File: src/rtl/ulpb_tx_sched_pkg.sv
// ulpb_tx_sched_pkg: shared state encodings and width helper for the ULPB transmit scheduler.
// Latency: n/a (types and constant functions only).
// Backpressure: n/a.
package ulpb_tx_sched_pkg;

  typedef enum logic [2:0] {
    TXS_IDLE     = 3'd0,
    TXS_WAIT_BUS = 3'd1,
    TXS_XFER     = 3'd2,
    TXS_BACKOFF  = 3'd3
  } txs_state_t;

  // Bits needed to hold values 0..v-1, never less than one bit.
  function automatic int log2(input int v);
    int r;
    r = 0;
    while ((1 << r) < v) r++;
    return (r < 1) ? 1 : r;
  endfunction

endpackage

File: src/rtl/ulpb_tx_sched_rr_pick.sv
// ulpb_rr_pick: round-robin picker; returns first set request at or above ptr, wrapping.
// Latency: purely combinational.
// Backpressure: none; any=0 when no request is pending.
// Ports: REQ (request vector), ptr (priority pointer) -> sel (picked index), any (some request set).
module ulpb_rr_pick #(
  parameter int NUM_REQ = 4,
  parameter int PTR_W   = 2
) (
  input  logic [NUM_REQ-1:0] REQ,
  input  logic [PTR_W-1:0]   ptr,
  output logic [PTR_W-1:0]   sel,
  output logic               any
);

  always_comb begin
    sel = ptr;
    any = |REQ;
    // Walk offsets from highest to lowest so the smallest offset from ptr wins.
    for (int i = NUM_REQ - 1; i >= 0; i--) begin
      int idx;
      idx = int'(ptr) + i;
      if (idx >= NUM_REQ) idx = idx - NUM_REQ;
      if (REQ[idx]) sel = PTR_W'(idx);
    end
  end

endmodule

File: src/rtl/ulpb_tx_sched.sv
// ulpb_tx_sched: round-robin scheduler sharing one bus transmitter among NUM_REQ requesters.
// Latency: grant 1 cycle after REQ in IDLE; TX_START 1 cycle after BUS_IDLE in WAIT_BUS; all outputs registered.
// Backpressure: waits on BUS_IDLE before launching; retries after BACKOFF_CYCLES on FAIL, drops after MAX_RETRY.
// Ports: CLK/RESET (async active-high); REQ, BUS_IDLE, DONE, FAIL in; GNT, TX_START, ERR, BUSY, test_pt out.
module ulpb_tx_sched
  import ulpb_tx_sched_pkg::*;
#(
  parameter int NUM_REQ        = 4,
  parameter int BACKOFF_CYCLES = 8,
  parameter int MAX_RETRY      = 3
) (
  input  logic               CLK,
  input  logic               RESET,
  input  logic [NUM_REQ-1:0] REQ,
  input  logic               BUS_IDLE,
  input  logic               DONE,
  input  logic               FAIL,
  output logic [NUM_REQ-1:0] GNT,
  output logic               TX_START,
  output logic [NUM_REQ-1:0] ERR,
  output logic               BUSY,
  output logic [2:0]         test_pt
);

  localparam int PTR_W = log2(NUM_REQ);
  localparam int RTY_W = log2(MAX_RETRY + 1);
  localparam int BO_W  = log2(BACKOFF_CYCLES);

  txs_state_t         state_q, state_d;
  logic [PTR_W-1:0]   ptr_q, ptr_d;
  logic [PTR_W-1:0]   sel_q, sel_d;
  logic [RTY_W-1:0]   retry_q, retry_d;
  logic [BO_W-1:0]    bo_q, bo_d;
  logic [NUM_REQ-1:0] gnt_q, gnt_d;
  logic [NUM_REQ-1:0] err_q, err_d;
  logic               tx_start_q, tx_start_d;
  logic               busy_q;

  logic [PTR_W-1:0]   pick_sel;
  logic               pick_any;
  logic [PTR_W-1:0]   ptr_after_sel;
  logic [RTY_W-1:0]   retry_inc;

  ulpb_rr_pick #(
    .NUM_REQ (NUM_REQ),
    .PTR_W   (PTR_W)
  ) u_pick (
    .REQ (REQ),
    .ptr (ptr_q),
    .sel (pick_sel),
    .any (pick_any)
  );

  // Explicit wrap so non-power-of-two NUM_REQ never points past the last requester.
  assign ptr_after_sel = (sel_q == PTR_W'(NUM_REQ - 1)) ? '0 : sel_q + 1'b1;
  assign retry_inc     = retry_q + 1'b1;

  always_comb begin
    state_d    = state_q;
    ptr_d      = ptr_q;
    sel_d      = sel_q;
    retry_d    = retry_q;
    bo_d       = bo_q;
    gnt_d      = gnt_q;
    err_d      = '0;
    tx_start_d = 1'b0;
    unique case (state_q)
      TXS_IDLE: begin
        if (pick_any) begin
          sel_d   = pick_sel;
          gnt_d   = NUM_REQ'(1) << pick_sel;
          retry_d = '0;
          state_d = TXS_WAIT_BUS;
        end
      end
      TXS_WAIT_BUS: begin
        // Withdrawal beats a ready bus; pointer stays so the same requester keeps priority.
        if (!REQ[sel_q]) begin
          gnt_d   = '0;
          state_d = TXS_IDLE;
        end else if (BUS_IDLE) begin
          tx_start_d = 1'b1;
          state_d    = TXS_XFER;
        end
      end
      TXS_XFER: begin
        if (DONE) begin
          gnt_d   = '0;
          ptr_d   = ptr_after_sel;
          state_d = TXS_IDLE;
        end else if (FAIL) begin
          retry_d = retry_inc;
          if (retry_inc == RTY_W'(MAX_RETRY)) begin
            err_d   = NUM_REQ'(1) << sel_q;
            gnt_d   = '0;
            ptr_d   = ptr_after_sel;
            state_d = TXS_IDLE;
          end else begin
            bo_d    = BO_W'(BACKOFF_CYCLES - 1);
            state_d = TXS_BACKOFF;
          end
        end
      end
      TXS_BACKOFF: begin
        if (bo_q != '0) bo_d = bo_q - 1'b1;
        else            state_d = TXS_WAIT_BUS;
      end
      default: begin
        gnt_d   = '0;
        state_d = TXS_IDLE;
      end
    endcase
  end

  always_ff @(posedge CLK or posedge RESET) begin
    if (RESET) begin
      state_q    <= TXS_IDLE;
      ptr_q      <= '0;
      sel_q      <= '0;
      retry_q    <= '0;
      bo_q       <= '0;
      gnt_q      <= '0;
      err_q      <= '0;
      tx_start_q <= 1'b0;
      busy_q     <= 1'b0;
    end else begin
      state_q    <= state_d;
      ptr_q      <= ptr_d;
      sel_q      <= sel_d;
      retry_q    <= retry_d;
      bo_q       <= bo_d;
      gnt_q      <= gnt_d;
      err_q      <= err_d;
      tx_start_q <= tx_start_d;
      busy_q     <= (state_d != TXS_IDLE);
    end
  end

  assign GNT      = gnt_q;
  assign ERR      = err_q;
  assign TX_START = tx_start_q;
  assign BUSY     = busy_q;
  assign test_pt  = state_q;

endmodule

File: config.mk
export PLATFORM = sky130hd
export DESIGN_NAME = ulpb_tx_sched
export DESIGN_NICKNAME = d
export VERILOG_FILES = /design/src/rtl/ulpb_tx_sched_pkg.sv /design/src/rtl/ulpb_tx_sched_rr_pick.sv /design/src/rtl/ulpb_tx_sched.sv
export SDC_FILE = /design/constraint.sdc
export NUM_CORES = 1
export LEC_CHECK = 0
export CORE_MARGIN = 5
export CORE_UTILIZATION = 47
export DETAILED_ROUTE_END_ITERATION = 8
export PLACE_DENSITY_LB_ADDON = 0.08
export SLEW_MARGIN = 0
export SYNTH_ARGS = -nofsm -noshare
export SYNTH_HDL_FRONTEND = slang
export SYNTH_SLANG_ARGS = --single-unit
File: constraint.sdc
create_clock -name CLK -period 1.9 [get_ports CLK]
set_input_delay 0.57 -clock CLK [delete_from_list [all_inputs] [get_ports CLK]]
set_output_delay 0.57 -clock CLK [all_outputs]
set_load 0.005 [all_outputs]
# Word level (Yosys, flattened, before mapping)
# Index checks and enable logic that the tools add are counted.
[totals]
out_inout_bits = 13
latch_bits = 0
memories = 0
word_cells = 113
ramBits = 0
ff_bits = 22
mem_bits_ro = 0
[classes]
div = 0
n_mux = 56
shifts = 2
n_eq_ne = 13
n_lt_le_gt_ge = 9
n_mul = 0
n_reduce_logical = 13
n_addsub = 10
bitwise = 1
[ops]
columns = ["cell", "n"]
rows = [
  ["$lt 32x4->1 const B", 4],
  ["$mux 32", 4],
  ["$ge 32x4->1 const B", 3],
  ["$sub 32x4->32 const B", 3],
  ["$mux 4", 9],
  ["$mux 3", 10],
  ["$mux 2", 12],
  ["$pmux 4 s4", 1],
  ["$mux 1", 12],
  ["$ne 2x2->1 const B", 6],
  ["$pmux 3 s4", 1],
  ["$bmux 1 s2", 5],
  ["$reduce_and 5->1", 2],
  ["$reduce_bool 2->1", 4],
  ["$shl 1x2->4 const A", 2],
  ["$add 2x2->3 const B", 2],
  ["$eq 3x2->1 const B", 2],
  ["$ne 3x3->1 const B", 2],
  ["$pmux 3 s2", 1],
  ["$reduce_bool 3->1", 2],
  ["$add 2x1->2 const B", 2],
  ["$eq 2x2->1 const B", 2],
  ["$pmux 2 s2", 1],
  ["$reduce_and 4->1", 1],
  ["other kinds (11)", 11],
]

# Longest topological paths before layout
[depth]
word_depth = 13
ltp_mapped = 7
mapped_depth_nobuf = 7

# Cells and area by module
# Synthesis repeated with hierarchy kept, for this count alone.
[hier_totals]
cells_unflattened = 116
hier_area_um2 = 1209.9
[modules_own_cells]
columns = ["module", "area_each_um2", "n_inst", "seq_area_each_um2", "cells_each"]
rows = [
  ["ulpb_tx_sched", 1109.8, 1, 550.5, 100],
  ["ulpb_rr_pick", 100.1, 1, 0.0, 16],
]

# Least setup slack after synthesis
# No wires, ideal clock.
[synth_timing]
kind = "input port to flip-flop"
start = "in REQ[3]"
end = "reg gnt_q[0], in the netlist GNT[0]"
t_required_ns = 1.779
setup_ns = 0.121
cell_stages = 4
setup_slack_ns = 0.254
arrival_time_ns = 1.525
cell_sequence = "mux4_2 nor3b_2 nor4_2 a22o_1"
[synth_between]
elab_chain_len = 10
elab_cells_between_ends = 25
cone_classes = "2 x eq/ne; 1 x shift; 20 x mux; 2 x reduce/logical"
[synth_rtl]
columns = ["element", "line", "text"]
rows = [
  ["from (decl)", "ulpb_tx_sched.sv:14", "input logic [NUM_REQ-1:0] REQ,"],
  ["$bmux 1 s2", "ulpb_tx_sched_rr_pick.sv:23", "if (REQ[idx]) sel = PTR_W'(idx);"],
  ["$mux 1 (implied by the code) (2 in a row)", "ulpb_tx_sched_rr_pick.sv:23", ""],
  ["$mux 2 (4 in a row)", "ulpb_tx_sched_rr_pick.sv:23", ""],
  ["$shl 1x2->4", "ulpb_tx_sched.sv:71", "gnt_d = NUM_REQ'(1) << pick_sel;"],
  ["$mux 4", "ulpb_tx_sched.sv:69", "if (pick_any) begin"],
  ["$pmux 4 s4", "ulpb_tx_sched.sv:67", "unique case (state_q)"],
  ["to (signal assigned)", "ulpb_tx_sched.sv:132", "gnt_q <= gnt_d;"],
  ["to (decl)", "ulpb_tx_sched.sv:34", "logic [NUM_REQ-1:0] gnt_q, gnt_d;"],
]
# Several ways; a longest one is shown, not always the timed one. The select of a mux whose other input is x is not followed.
# A chain may end at the register's enable or synchronous reset.

# Worst setup path after layout
[layout_timing]
start = "in REQ[0]"
end = "reg gnt_q[2], in the netlist GNT[2]"
# Same word-level chain as after synthesis.

==> flow_summary_export.csv <==
group,metric,value,unit
setup_path,crit_path_start_kind,"primary input",
sta,period_share,95.70,%
yosys,ys_types,36,
sta,setup_viol,0,
routing,wl_per_cell,14.19,um
hold_path,min_path_type,"flop to flop",
final_layout,finish.utilization,63.86,%
setup_path,cp.arrival,2.02,ns
routing,routed_wl,2.540,mm
clock_network,clock_path_buffers,2,
final_layout,stdcell_count,179,
sta,clock.fmax,550.0,MHz
yosys,synth_area_leaders,"dfrtp_1 48%, ha_1 8.6%, o21ai_0 3.0%, nor2_1 2.9%, and3_1 2.7%",
placed_design,gp_congestion,0.8204,
die,coreArea,2410,um2
placed_design,io_buffers,21,
sta,final_period_minus_worst_setup_slack,1.818,ns
sta,hold_viol_final,0,
routing,wl_met3,64,um
yosys,synth_fa_ha_area_share,8.639,%
final_layout,final_nets,168,
clock_network,clock-root-buffer,"clkbuf_4",
routing,wl_met1,1.071,mm
die,start_util,48.08,%
outcome,status,"complete, no violations",
sta,finalMaxSlewViolations,0,
setup_path,worstSetupPathType,"primary input to flop",
routing,drt_iter0_markers,19,
setup_path,cp_max_fo,6,
yosys,seq_area_frac_synth,47.52,%
sta,clock_skew,0.009251,ns
clock_network,insertion_delay,0.30,ns
power_and_ir_drop,cellPowerDensity,921.7,nW/um2
yosys,synth-xor-area-share,0,%
yosys,synth-compound-area-share,14.58,%
final_layout,final_layout_size_suffix_gt1_share,20.13,%
yosys,syn-instance-count,110,
clock_network,cts_tree,"yes",
die,die_h,59.65,um
flow_run,maxCapViolCount,0,
grt,grt_pass1_wl,4.264,mm
final_layout,areaGrowthSynthToFinish,32.83,%
die,io_pins,22,
placed_design,dp_hpwl,1.991,mm
routing,ant_nets,0,
setup_path,required,2.10,ns
clock_network,htreeDepth,1,
yosys,syn_avg_cell_area,10.53,um2
yosys,yosysTopAreaCellShare,47.52,%
routing,via_per_inst,5.391,
clock_network,cts.clk_slew.worst_paths,0.12,ns
placed_design,dpl.cell_count,170,
routing,detail_route.drc_violations,0,
yosys,ys_warn_count,0,
yosys,ys.flop_type,"dfrtp_1",
final_layout,antennaDiodeCount,0,
routing,vias,965,
routing,maxUsedRoutingLayer,"met4",
die,die_width,59.65,um
routing,dr.pass1.iters,4,
yosys,synth_top_family_by_area,"simple AND/OR/NAND/NOR gates",
yosys,synth.mux.area_fraction,3.888,%
yosys,synth_nets,127,
setup_path,cp-end-kind,"flop",
yosys,synth_edf_count,0,
grt,gr-total-overflow,0,
grt,grt_max_degree,23,
power_and_ir_drop,vdd_drop_max,0.7003,mV
grt,antenna_found_initial,0,
die,num_rows,18,
yosys,synthSimpleGateAreaFrac,21.06,%
die,die-area,3558,um2
yosys,yosys.area.top_type,"dfrtp_1",
yosys,async_flop_share,100.0,%
yosys,netlist_area,1159,um2
clock_network,clock-sinks,22,
routing,met2_length,1.348,mm
grt,grt_pass1_vias,983,
yosys,ys_seq_elements,22,
clock_network,numCtsBuffers,3,
grt,grt.total_usage,15.98,%
power_and_ir_drop,p_leak,0.7288,nW
-- critical path: stages --
cell and delay (ns):
dlygate4sd2_1 0.29, mux4_2 0.50, nor3b_2 0.21, nor4_2 0.07, buf_4 0.16, a22o_1 0.23
-- final cells by class --
type	count	area, um2
fillers	209	870.8
flip-flops and latches	22	554.3
inverters	8	30.03
multi-input cells	78	561.8
well taps	30	37.54
repair buffers	38	332.8
clock buffers	3	22.52
-- synth_stat cells, types with 2 or more instances --
master	n
a22oi_1	2
o21ai_0	7
nor2b_1	5
a22o_1	3
nor2_1	9
nand2b_1	4
and3_1	5
ha_1	8
a21oi_1	4
nor4_2	2
nand3_1	4
nor3_1	3
nand2_1	2
inv_1	8
mux2_2	2
dfrtp_1	22
-- timing repair --
item                       CTS  global route
hold buffers                 0             0
setup endpoints to repair    7             3
buffers inserted             1             5
pin swaps                    2             0
gates resized for setup      7             0
-- metrics by stage --
step                power (W)  hold slack [ns]  setup TNS [ns]  area (um2)  setup WS (ns)
CTS                  0.001403           0.5064               0        1501       0.004377
floorplan           0.0009577           0.4585               0        1159         0.2539
global route         0.001547           0.5362       -0.009876        1539      -0.009876
global placement     0.001160           0.4753          -2.745        1473        -0.2996
detailed placement   0.001187           0.4750          -3.521        1473        -0.4149
finish               0.001418           0.5004               0        1539        0.08173
-- metal layers --
layer  up-vias  global-route usage (%)
met1       469                   18.99
met5         -                       0
met2        12                   27.78
met4         0                   7.278
met3         6                   2.808
li1        478                       -
-- layout by cell type, fill, tap and decap left out, types with 2 or more instances in the layout --
cell type        Yosys  layout
a21oi_1              4       4
a22o_1               3       3
a22oi_1              2       2
and3_1               5       5
buf_4                0      17
clkbuf_4             0       3
clkdlybuf4s50_1      0      17
dfrtp_1             22      19
dfrtp_2              0       3
dlygate4sd2_1        0       4
ha_1                 8       8
inv_1                8       8
mux2_2               2       2
nand2_1              2       2
nand2b_1             4       4
nand3_1              4       4
nor2_1               9       9
nor2b_1              5       5
nor3_1               3       3
nor4_2               2       2
o21ai_0              7       7
-- final timing paths --
kind	slack, ns	cells after the start	endpoint	from
worst max-delay path	0.08	6	GNT[2]	REQ[0]
worst min-delay path	0.50	1	retry_q[0]	retry_q[0]
worst max register to register	0.11	5	GNT[2]	sel_q[0]
worst min register to register	0.50	1	retry_q[0]	retry_q[0]
max in group asynchronous	1.07	3	test_pt[2]	RESET
min in group asynchronous	0.59	3	retry_q[0]	RESET
-- sequential cells by signal (all words and copies together) (netlist names) --
register / cells
test_pt: 3
BUSY: 1
sel_q: 2
ERR: 4
TX_START: 1
ptr_q: 2
retry_q: 2
GNT: 4
bo_q: 3
-- power breakdown --
group	internal, W	switching, W
registers	0.000565	0.0000945
logic	0.000300	0.000252
clock network	0.0000738	0.000133
-- kinds of logic (layout without fill, tap and decap cells) --
family                     Yosys count  count (layout)
buffers and inverters               10              49
AOI/OAI and AO/OA                   25              25
muxes                                3               3
other                                1               1
DFF                                 22              22
and+or+nand+nor                     41              41
adders and majority gates            8               8
Power figures use the tool's default switching activity.
==> patch 1, RTL diff (config.mk and constraints unchanged) <==
Take the reset off `bo_q` and load it in a clocked block of its own.
--- a/src/rtl/ulpb_tx_sched.sv
+++ b/src/rtl/ulpb_tx_sched.sv
@@ -119,5 +119,4 @@
       sel_q      <= '0;
       retry_q    <= '0;
-      bo_q       <= '0;
       gnt_q      <= '0;
       err_q      <= '0;
@@ -129,5 +128,4 @@
       sel_q      <= sel_d;
       retry_q    <= retry_d;
-      bo_q       <= bo_d;
       gnt_q      <= gnt_d;
       err_q      <= err_d;
@@ -135,4 +133,8 @@
       busy_q     <= (state_d != TXS_IDLE);
     end
+  end
+
+  always_ff @(posedge CLK) begin
+    bo_q <= bo_d;
   end
 
Function: no difference found for any inputs over 10 cycles, from zero or initial values and one cycle with RESET high; that may be too few to reach the edited logic, so the function may still have changed.
==> patch 1 against the unedited design <==
Maximum frequency down 3.6%; critical path depth unchanged; non-clock buffer count up 1; combinational power is 2% lower; area after synthesis is 1.3% higher; total power grew 8.0%; sequential cell count is the same; design area is 6.2% higher; routed wire length down 5.5%; setup slack lost 0.069 ns.
==> patch 1: results <==
[run_status]
status = completed

[setup_path]
r2r-start = test_pt[0]
critPathArrivalTime_ns = 2.11
ff2ff_setup_slack_ns = 0.15
cp_max_fo = 4
cp_top_family = buffers and inverters
critPathLaunch = REQ[3]
crit_end = GNT[3]

[yosys]
synth_area_leaders = dfrtp_1, ha_1, edfxtp_1, nor2b_1, nor4_2
ys_seq_area_share_pct = 48.2
synth_compound_area_share_pct = 15.4
synth_mux_area_share_pct = 3.73
synthTopCellsByCount = dfrtp_1, inv_1, ha_1, o21ai_0
syn-num-nets = 123
netlist-cell-type-count = 37
synth_edf_count = 3

[timing]
final.setup_skew_ns = 0.00933
whs_ns = 0.500

[routing]
met2_length_um = 1140
drtIter0Drc = 18
viasPerCell = 5.22
dr_wl_met3_um = 116
met1_length_um = 1100

[global_route]
met1_usage_pct = 20.6
grt_pass1_vias = 889
grt_usage_pct = 15.2
grt_util_met3_pct = 3.24
grt_pass1_wl_um = 4000
grt_max_degree = 20
met2_usage_pct = 23.3

[placement]
gp_congestion = 0.858
postPlaceCellArea_sq_um = 1530

[final_layout]
drive_gt1_share_pct = 24.5
nFillCells = 201
nNetsFinal = 165

[power_and_ir_drop]
swShare_pct = 30.1
p_leak_nw = 0.745
combPwrFrac_pct = 35.3
[patch 1: changes by cell type in the layout (fill, tap and decap cells not counted), moves of 3 or more]
cell,change
nand2_1,+4
edfxtp_1,+3
nor2_1,-5
nand2b_1,-4
[patch 1: cell type report]
type	instances	area (sq um)	area share (%)
Clock inverter	1	30.0	1.84
Inverter	9	33.8	2.07
Tap cell	30	37.5	2.30
Sequential cell	22	567	34.7
Timing Repair Buffer	39	360	22.1
Clock buffer	3	22.5	1.38
Multi-Input combinational cell	73	583	35.7
[patch 1: repair_timing]
| item | CTS | global route |
|---|---|---|
| setup buffers | 1 | 1 |
| endpoints found under the setup margin | 6 | 3 |
| pin swaps | 1 | 1 |
| gates resized for setup | 6 | 3 |
[patch 1: through the flow]
step	total power [mW]	worst slack [ns]	util, %	instances
after CTS	1.51	0.0176	65.7	176
after global placement	1.12	-0.343	63.0	171
after detailed placement	1.13	-0.389	63.0	171
final	1.53	0.0131	67.2	177
after global routing	1.64	0.00633	67.2	177
after floorplan	0.904	0.0950	-	106
==> patch 2, RTL diff (same settings) <==
Made on the original files. `NUM_REQ` is set to 4 in 2 places; all go to 2.
--- a/src/rtl/ulpb_tx_sched_rr_pick.sv
+++ b/src/rtl/ulpb_tx_sched_rr_pick.sv
@@ -4,5 +4,5 @@
 // Ports: REQ (request vector), ptr (priority pointer) -> sel (picked index), any (some request set).
 module ulpb_rr_pick #(
-  parameter int NUM_REQ = 4,
+  parameter int NUM_REQ = 2,
   parameter int PTR_W   = 2
 ) (
--- a/src/rtl/ulpb_tx_sched.sv
+++ b/src/rtl/ulpb_tx_sched.sv
@@ -6,5 +6,5 @@
   import ulpb_tx_sched_pkg::*;
 #(
-  parameter int NUM_REQ        = 4,
+  parameter int NUM_REQ        = 2,
   parameter int BACKOFF_CYCLES = 8,
   parameter int MAX_RETRY      = 3
Interface: changed (resized ERR, GNT and REQ); port bits go from 22 to 16. The function was not compared with the original's and may differ.
==> patch 2 against the unedited design <==
Core utilization is 1.8 points lower; register-to-register slack better by 0.28 ns; design area is 31% lower; global-route usage increased by 1.7 points; total power down 44%; routed wire length down 25%; critical path depth is 5 lower; maximum frequency down 1.1%; setup slack worse by 0.020 ns; clock power shrank 13%; die area down 23%; sequential cell count shrank 6; area after synthesis decreased by 27%; via count is 30% lower; largest cell class is now sequential cells; largest power group unchanged.
==> patch 2: results <==
[yosys]
ys.flop_type = dfrtp_1
synth_area_leaders = dfrtp_1, ha_1, inv_1, o211ai_1, o21ai_0
synthXorXnorAreaFrac_pct = 0
netlist-cell-type-count = 31
synthTopCellsByCount = dfrtp_1, inv_1, nor2_1, o21ai_0, o211ai_1
syn-num-nets = 94
syn_area_per_cell_sq_um = 10.2
ys_seq_area_share_pct = 47.5
synth_mux_area_share_pct = 1.34
synth-adder-area-share_pct = 5.93
synth_compound_area_share_pct = 19.4

[power_and_ir_drop]
p_seq_mw = 0.425
combPwrFrac_pct = 23.7
worst_ir_drop_vdd_v = 0.000488
p_leak_nw = 0.465
p_int_mw = 0.560
power_per_cell_area_nw_per_um2 = 749

[setup_path]
critical_path.max_stage_delay_ns = 0.55
critPathLaunch = test_pt[0]
r2r-start = test_pt[2]
cpMaxStageDelayCell = clkdlybuf4s50_1
cp_top_family = buffers and inverters
critPathArrivalTime_ns = 1.27

[routing]
met1_length_um = 850
viasPerCell = 5.33
drtIter0Drc = 4
dr_wl_met3_um = 63
highest_layer = met4
first_pass_iters = 2
wl_per_cell_um = 14.9
vias = 677
met2_length_um = 924

[placement]
gp_congestion = 0.827
dp_slack_ns = 0.0120
postPlaceCellArea_sq_um = 1040
place_hpwl_um = 1460
portBuffers = 15

[timing]
maxSlewViolCount = 0
setup_viol = 0
final.setup_skew_ns = 0.00734

[hold_path]
hp-start = retry_q[0]

[global_route]
grt_pass1_vias = 752
grt_util_met3_pct = 4.56
grt_pass1_wl_um = 3460
grt_usage_pct = 17.6
grt_max_degree = 17
met2_usage_pct = 28.1
met1_usage_pct = 20.5

[run_status]
status = completed

[clocking]
cts_resized = 1
clock_path_buffers = 2
cts_setup_buffers = 0
clkSlewWorstSetupHoldPaths_ns = 0.09

[final_layout]
drive_gt1_share_pct = 14.7
nNetsFinal = 115
nFillCells = 150
[patch 2: cell types whose count changed in the layout (fill, tap and decap cells not counted), moves of 4 or more]
cell,unedited run,this run
and3_1,5,0
dfrtp_1,19,15
buf_4,17,3
nor2b_1,5,1
dlygate4sd2_1,4,0
ha_1,8,4
o211ai_1,0,5
[patch 2: path summary, 6_finish.rpt]
kind,end,slack (ns),cells after the start
max,test_pt[0],0.06,1
min,retry_q[0],0.50,1
max reg2reg,bo_q[1],0.39,3
min reg2reg,retry_q[0],0.50,1
max in group asynchronous,test_pt[2],1.14,3
min in group asynchronous,ERR[1],0.57,3
[patch 2: final cells by class]
cell class,instances,area (sq um),area share (%)
Multi-Input combinational cell,55,394,37.2
Sequential cell,16,402,37.9
Timing Repair Buffer,18,173,16.3
Tap cell,25,31.3,2.95
Inverter,10,37.5,3.54
Clock buffer,3,22.5,2.13
